**config.mk**
```make
export PLATFORM = sky130hd
export DESIGN_NAME = regfile_scoreboard
export DESIGN_NICKNAME = d
export VERILOG_FILES = /design/src/rtl/regfile_scoreboard_pkg.sv /design/src/rtl/regfile_scoreboard_bits.sv /design/src/rtl/regfile_scoreboard.sv
export SDC_FILE = /design/constraint.sdc
export NUM_CORES = 2
export LEC_CHECK = 0
export CAP_MARGIN = 15
export CORE_ASPECT_RATIO = 1.1
export CORE_MARGIN = 4
export CORE_UTILIZATION = 60
export CTS_BUF_LIST = sky130_fd_sc_hd__clkbuf_2
export CTS_CLUSTER_DIAMETER = 100
export DETAILED_ROUTE_END_ITERATION = 8
export DONT_BUFFER_PORTS = 1
export PLACE_DENSITY = 0.76
export SLEW_MARGIN = 20
export SYNTH_ARGS = -nofsm -noshare
export SYNTH_HDL_FRONTEND = slang
export SYNTH_SLANG_ARGS = --single-unit
```
**constraint.sdc**
```tcl
create_clock -name clk -period 10.57 [get_ports clk]
set_clock_uncertainty 0.05 [all_clocks]
set_input_delay 2.114 -clock clk [delete_from_list [all_inputs] [get_ports clk]]
set_output_delay 2.114 -clock clk [all_outputs]
set_load 0.03 [all_outputs]
```
**src/rtl/regfile_scoreboard_pkg.sv**
```systemverilog
// regfile_scoreboard_pkg: shared sizes and the hard-wired zero register index
package regfile_scoreboard_pkg;
  localparam int WIDTH = 32;
  localparam int NREG = 32;
  localparam int AW = $clog2(NREG);
  localparam logic [AW-1:0] REG_ZERO = '0;
endpackage

```
**src/rtl/regfile_scoreboard_bits.sv**
```systemverilog
// regfile_scoreboard_bits: per-register busy flops with set-over-clear priority
// Ports: clk, rst_n (async active-low); set_i/set_rd_i mark a newly issued producer,
//  clr_i/clr_rd_i retire a producer at writeback; ebusy_o is busy with the same-cycle
//  retirement already discounted, used by the hazard check.
module regfile_scoreboard_bits
  import regfile_scoreboard_pkg::*;
(
  input  logic            clk,
  input  logic            rst_n,
  input  logic            set_i,
  input  logic [AW-1:0]   set_rd_i,
  input  logic            clr_i,
  input  logic [AW-1:0]   clr_rd_i,
  output logic [NREG-1:0] ebusy_o
);
  logic [NREG-1:0] busy_q, busy_d, set_v, clr_v;
  always_comb begin
    set_v = set_i ? NREG'(1) << set_rd_i : '0;
    clr_v = clr_i ? NREG'(1) << clr_rd_i : '0;
    // set applied after clear so a producer issued as the old one retires keeps the bit;
    // bit 0 is forced low since x0 never has a producer
    busy_d = ((busy_q & ~clr_v) | set_v) & ~NREG'(1);
  end
  assign ebusy_o = busy_q & ~clr_v;
  always_ff @(posedge clk or negedge rst_n)
    if (!rst_n) busy_q <= '0;
    else busy_q <= busy_d;
endmodule

```
**src/rtl/regfile_scoreboard.sv**
```systemverilog
// regfile_scoreboard: integer register file with write-through bypass and busy scoreboard
// Ports: IDU_i_rs1/rs2 select operands REG_o_valA/valB (combinational, bypassed);
//  IDU_i_issue/IDU_i_rd request issue, REG_o_stall flags a RAW/WAW hazard;
//  WBU_i_wen/WBU_i_rd/WBU_i_valW write back and retire the producer.
module regfile_scoreboard
  import regfile_scoreboard_pkg::*;
(
  input  logic             clk,
  input  logic             rst_n,
  input  logic [AW-1:0]    IDU_i_rs1,
  input  logic [AW-1:0]    IDU_i_rs2,
  input  logic [AW-1:0]    IDU_i_rd,
  input  logic             IDU_i_issue,
  output logic [WIDTH-1:0] REG_o_valA,
  output logic [WIDTH-1:0] REG_o_valB,
  output logic             REG_o_stall,
  input  logic             WBU_i_wen,
  input  logic [AW-1:0]    WBU_i_rd,
  input  logic [WIDTH-1:0] WBU_i_valW
);
  logic [WIDTH-1:0] regs_q [NREG];
  logic [NREG-1:0] ebusy;
  regfile_scoreboard_bits u_bits (
    .clk      (clk),
    .rst_n    (rst_n),
    .set_i    (IDU_i_issue && !REG_o_stall),
    .set_rd_i (IDU_i_rd),
    .clr_i    (WBU_i_wen),
    .clr_rd_i (WBU_i_rd)
    ,.ebusy_o (ebusy)
  );
  always_comb begin
    REG_o_valA = IDU_i_rs1 == REG_ZERO ? '0 :
                 WBU_i_wen && WBU_i_rd == IDU_i_rs1 ? WBU_i_valW : regs_q[IDU_i_rs1];
    REG_o_valB = IDU_i_rs2 == REG_ZERO ? '0 :
                 WBU_i_wen && WBU_i_rd == IDU_i_rs2 ? WBU_i_valW : regs_q[IDU_i_rs2];
    // gating on issue first keeps an undriven rd from reaching the output
    REG_o_stall = IDU_i_issue && (ebusy[IDU_i_rs1] || ebusy[IDU_i_rs2] || ebusy[IDU_i_rd]);
  end
  always_ff @(posedge clk or negedge rst_n)
    if (!rst_n) for (int i = 0; i < NREG; i++) regs_q[i] <= '0;
    else if (WBU_i_wen && WBU_i_rd != REG_ZERO) regs_q[WBU_i_rd] <= WBU_i_valW;
endmodule
```
==> run summary <==
For the CTS buffer count, the log shows 285. Yosys mapped a number of flops with a built-in enable equal to 0. With fillers left out, the area of the finished cells amounts to 0.06025 mm². The initial antenna violation count is 3. The run gives 0 as the count of endpoints failing hold in the final timing report.

The clock transition at the registers of the reported paths works out to 90 ps. The global placer's final weighted congestion is 0.8821. The proportion of synthesized flip-flops having asynchronous set or reset is 100.0%, and the logic gate share of total power is 23.4%. Setup repair after global routing left no endpoint under its margin. The wire length of the first global-routing pass is 247900 µm.

The DRC violation total after the first TritonRoute iteration is 3702, and the die outline area is 0.1004 mm². The post-route netlist has 54.61% of its cells at a drive strength greater than 1. STA puts the critical path data required time at 8410 ps. In this run the worst path has a maximum fanout of 272. The run gives 0 as the number of pins with negative max-slew slack in the final report. The average vias per placed instance works out to 7.177. In the synthesized netlist, the cells that appear most often are 1055 x sky130_fd_sc_hd__dfrtp_1, 929 x sky130_fd_sc_hd__mux2_2, 640 x sky130_fd_sc_hd__mux4_2.

From left edge to right edge, the die measures 302.5 µm. Timing would allow up to 134.6 MHz. The count of antenna-violating nets left after detailed routing was 0. By area the synthesized netlist is led by sky130_fd_sc_hd__dfrtp_1 46%, sky130_fd_sc_hd__mux4_2 25%, sky130_fd_sc_hd__mux2_2 18%. The signed area change from the synthesized netlist to the final layout works out to 5.262%. By instance count, the leading cell after synthesis is sky130_fd_sc_hd__dfrtp_1. Counting every net in the synthesized netlist gives 3810.

Global routing used 33.27% of the available tracks across all layers. The average cell area after synthesis came out at 15.25 µm². Among all flip-flop cells after synthesis, the most frequent one is sky130_fd_sc_hd__dfrtp_1. After clock tree synthesis, the repair step resized 0 gates. The final route contains 36680 vias. The share of total power dissipated in the clock network is 25.6%. The number of different library cells in the post-synthesis netlist came out at 75.

The static leakage came out at 0.02625 µW. In this run the deepest clock path goes through 4 buffers. Sequential cells burn 50.9% of the power. The logs give 3184 µW for the power spent charging and discharging nets and 3754 for the instance count of the mapped netlist. IR analysis of the VDD net gives a maximum drop of 0.0001223 V.

Setup violations remaining at the end of the flow were counted as 0. The worst setup path is of the input port to output port kind. The total of flip-flops plus latches after synthesis is 1055. For this block, the routed nets add up to 164400 µm of wire. Cell internal power was estimated by the tool at 7365 µW. In the routed design, unresolved DRC markers number 0.

The H-tree was split into 5 levels. For this run, the share of the core covered by cells in the final layout is 63.86%. The worst setup path is launched from an input port. The number of cells on the worst reg-to-reg path is 8.

The core footprint came out at 0.09434 mm². Detailed placement finished with a half-perimeter wire length of 84600 µm. For the worst-skew pair, the clock arrives at the later sink with an insertion delay of 1460 ps. The number of top-level pins was 121; the die span in y was 331.9 µm.

The share of the cycle needed by the critical path after routing is 70.28%, and the remaining global-route overflow is 0. The flow ran to the end, and the final reports show no timing, DRC or antenna violations. The power per cell area works out to 175.1 mW/mm². Entering global routing, the biggest net connects 1056 pins.

The number of hold buffers added after CTS was 0. The worst pin sits at a relative slew slack of 2.123%. The routed design could run at a clock period as short as 7428 ps. The setup TNS came out at 0 ps. TritonCTS built the clock tree. The clock drives 1055 sinks. The root buffer cell chosen for the clock tree is sky130_fd_sc_hd__clkbuf_2.

The tools report the via count of the first global-routing pass as 39567. sky130_fd_sc_hd__dfrtp_1 takes more of the synthesized area than any other cell. The mean routed wirelength per cell is 32.17 µm.

For this configuration, the core starts out at a cell density of 60.67%. The switching portion of total power was 30.18%. Before antenna repair, the detailed router went through 5 iterations. For the cell area after synthesis, the log shows 0.05724 mm².

In the post-route analysis, the smallest setup slack over all paths is 3142 ps. The tightest min-delay check is of the input port to asynchronous set/reset pin type. The fraction of the yosys area taken by sequential cells was 46.13%.

The signal arrival time at the worst endpoint is 5260 ps. The critical path capture point type is an output port. The count of buffers from port buffering works out to 0. Once placement finished, the instance area stood at 0.05784 mm².

Once the clock tree was built, the setup fixing pass inserted 0 buffers. The logs give 0 for the number of warnings reported in the yosys synthesis log and 10550 µW for the final total power. The fraction of post-synthesis cell area in the top cell type by area is 46.13%. Across the run, the number of max-cap violations was 0. The floorplan row count is 118, and the setup slack at placement is 3288 ps. The measured slew at the worst slew-check pin is 1468 ps.

The final layout contains 3743 nets.
==> registers in the layout, indices dropped and copies added (netlist names) <==
name	flops
regs_q	1024
u_bits.busy_q	31
==> critical path, cell delays in order <==
cell                       delay (ps)
sky130_fd_sc_hd__xor2_1           300
sky130_fd_sc_hd__nor4_1           500
sky130_fd_sc_hd__nand3_4          700
sky130_fd_sc_hd__buf_4            500
sky130_fd_sc_hd__a211oi_1         870
==> cell families (layout without fill, tap and decap cells) <==
group,Yosys count,count (layout),share of synthesized area (%)
AOI/OAI and AO/OA,204,204,2.739
other,0,2,0
DFF,1055,1055,46.13
and+or+nand+nor,402,402,3.255
buffers and inverters,447,542,3.095
xor gates and xnor gates,10,10,0.1530
muxes,1636,1636,44.63
==> per-stage QoR <==
stage	cells	hold slack, ps
2_1_floorplan	3754	391.3
3_3_place_gp	4654	326.3
3_5_place_dp	4654	333.3
4_1_cts	5103	190.1
5_1_grt	5110	185.5
6_report	5111	285.7
==> layer usage <==
metal | global-route usage, % | vias up | wire length, µm
li1 | - | 14557 | -
met5 | 0 | - | 0
met1 | 43.80 | 19784 | 62640
met4 | 14.79 | 0 | 7053
met2 | 53.52 | 1883 | 80780
met3 | 7.772 | 456 | 13940
==> final timing paths <==
check                            startpoint                end  slack (ps)
max reg2reg                u_bits.busy_q[3]  u_bits.busy_q[30]        7250
max                            IDU_i_rs1[0]     REG_o_valA[15]        3140
min                                   rst_n  u_bits.busy_q[24]         290
min reg2reg                    regs_q[1001]       regs_q[1001]         350
min in group clk               regs_q[1001]       regs_q[1001]         350
max in group asynchronous             rst_n        regs_q[110]        7990
==> layout make-up <==
type / count / area, µm²
clock buffer: 373 / 1867
inverter: 13 / 56.30
timing repair buffer: 80 / 720.7
multi-input combinational: 2252 / 29250
antenna: 2 / 5.005
clock inverter: 76 / 374.1
fill: 6614 / 34100
tap: 1260 / 1577
sequential: 1055 / 26400
==> placed cells by master, fill, tap and decap left out, types with 9 or more instances in the layout <==
cell type	count
sky130_fd_sc_hd__o21ai_1	12
sky130_fd_sc_hd__o211ai_1	22
sky130_fd_sc_hd__dfrtp_1	1055
sky130_fd_sc_hd__o41ai_1	21
sky130_fd_sc_hd__nand2_1	217
sky130_fd_sc_hd__inv_1	11
sky130_fd_sc_hd__a211oi_1	67
sky130_fd_sc_hd__o21ai_0	19
sky130_fd_sc_hd__nor2_4	15
sky130_fd_sc_hd__clkbuf_2	373
sky130_fd_sc_hd__mux2i_1	67
sky130_fd_sc_hd__nand2_2	18
sky130_fd_sc_hd__inv_2	9
sky130_fd_sc_hd__buf_4	74
sky130_fd_sc_hd__clkinv_1	59
sky130_fd_sc_hd__mux2_2	929
sky130_fd_sc_hd__mux4_2	640
sky130_fd_sc_hd__nor2_1	76
==> power groups by stage <==
stage | Clock, µW | Combinational (µW) | Sequential (µW)
2_1_floorplan | 0 | 2090 | 5220
3_3_place_gp | 0 | 2310 | 5300
3_5_place_dp | 0 | 2380 | 5430
4_1_cts | 2760 | 2390 | 5340
5_1_grt | 2980 | 2610 | 5450
6_report | 2700 | 2470 | 5370
No activity file was read; power rests on OpenSTA's default activity.
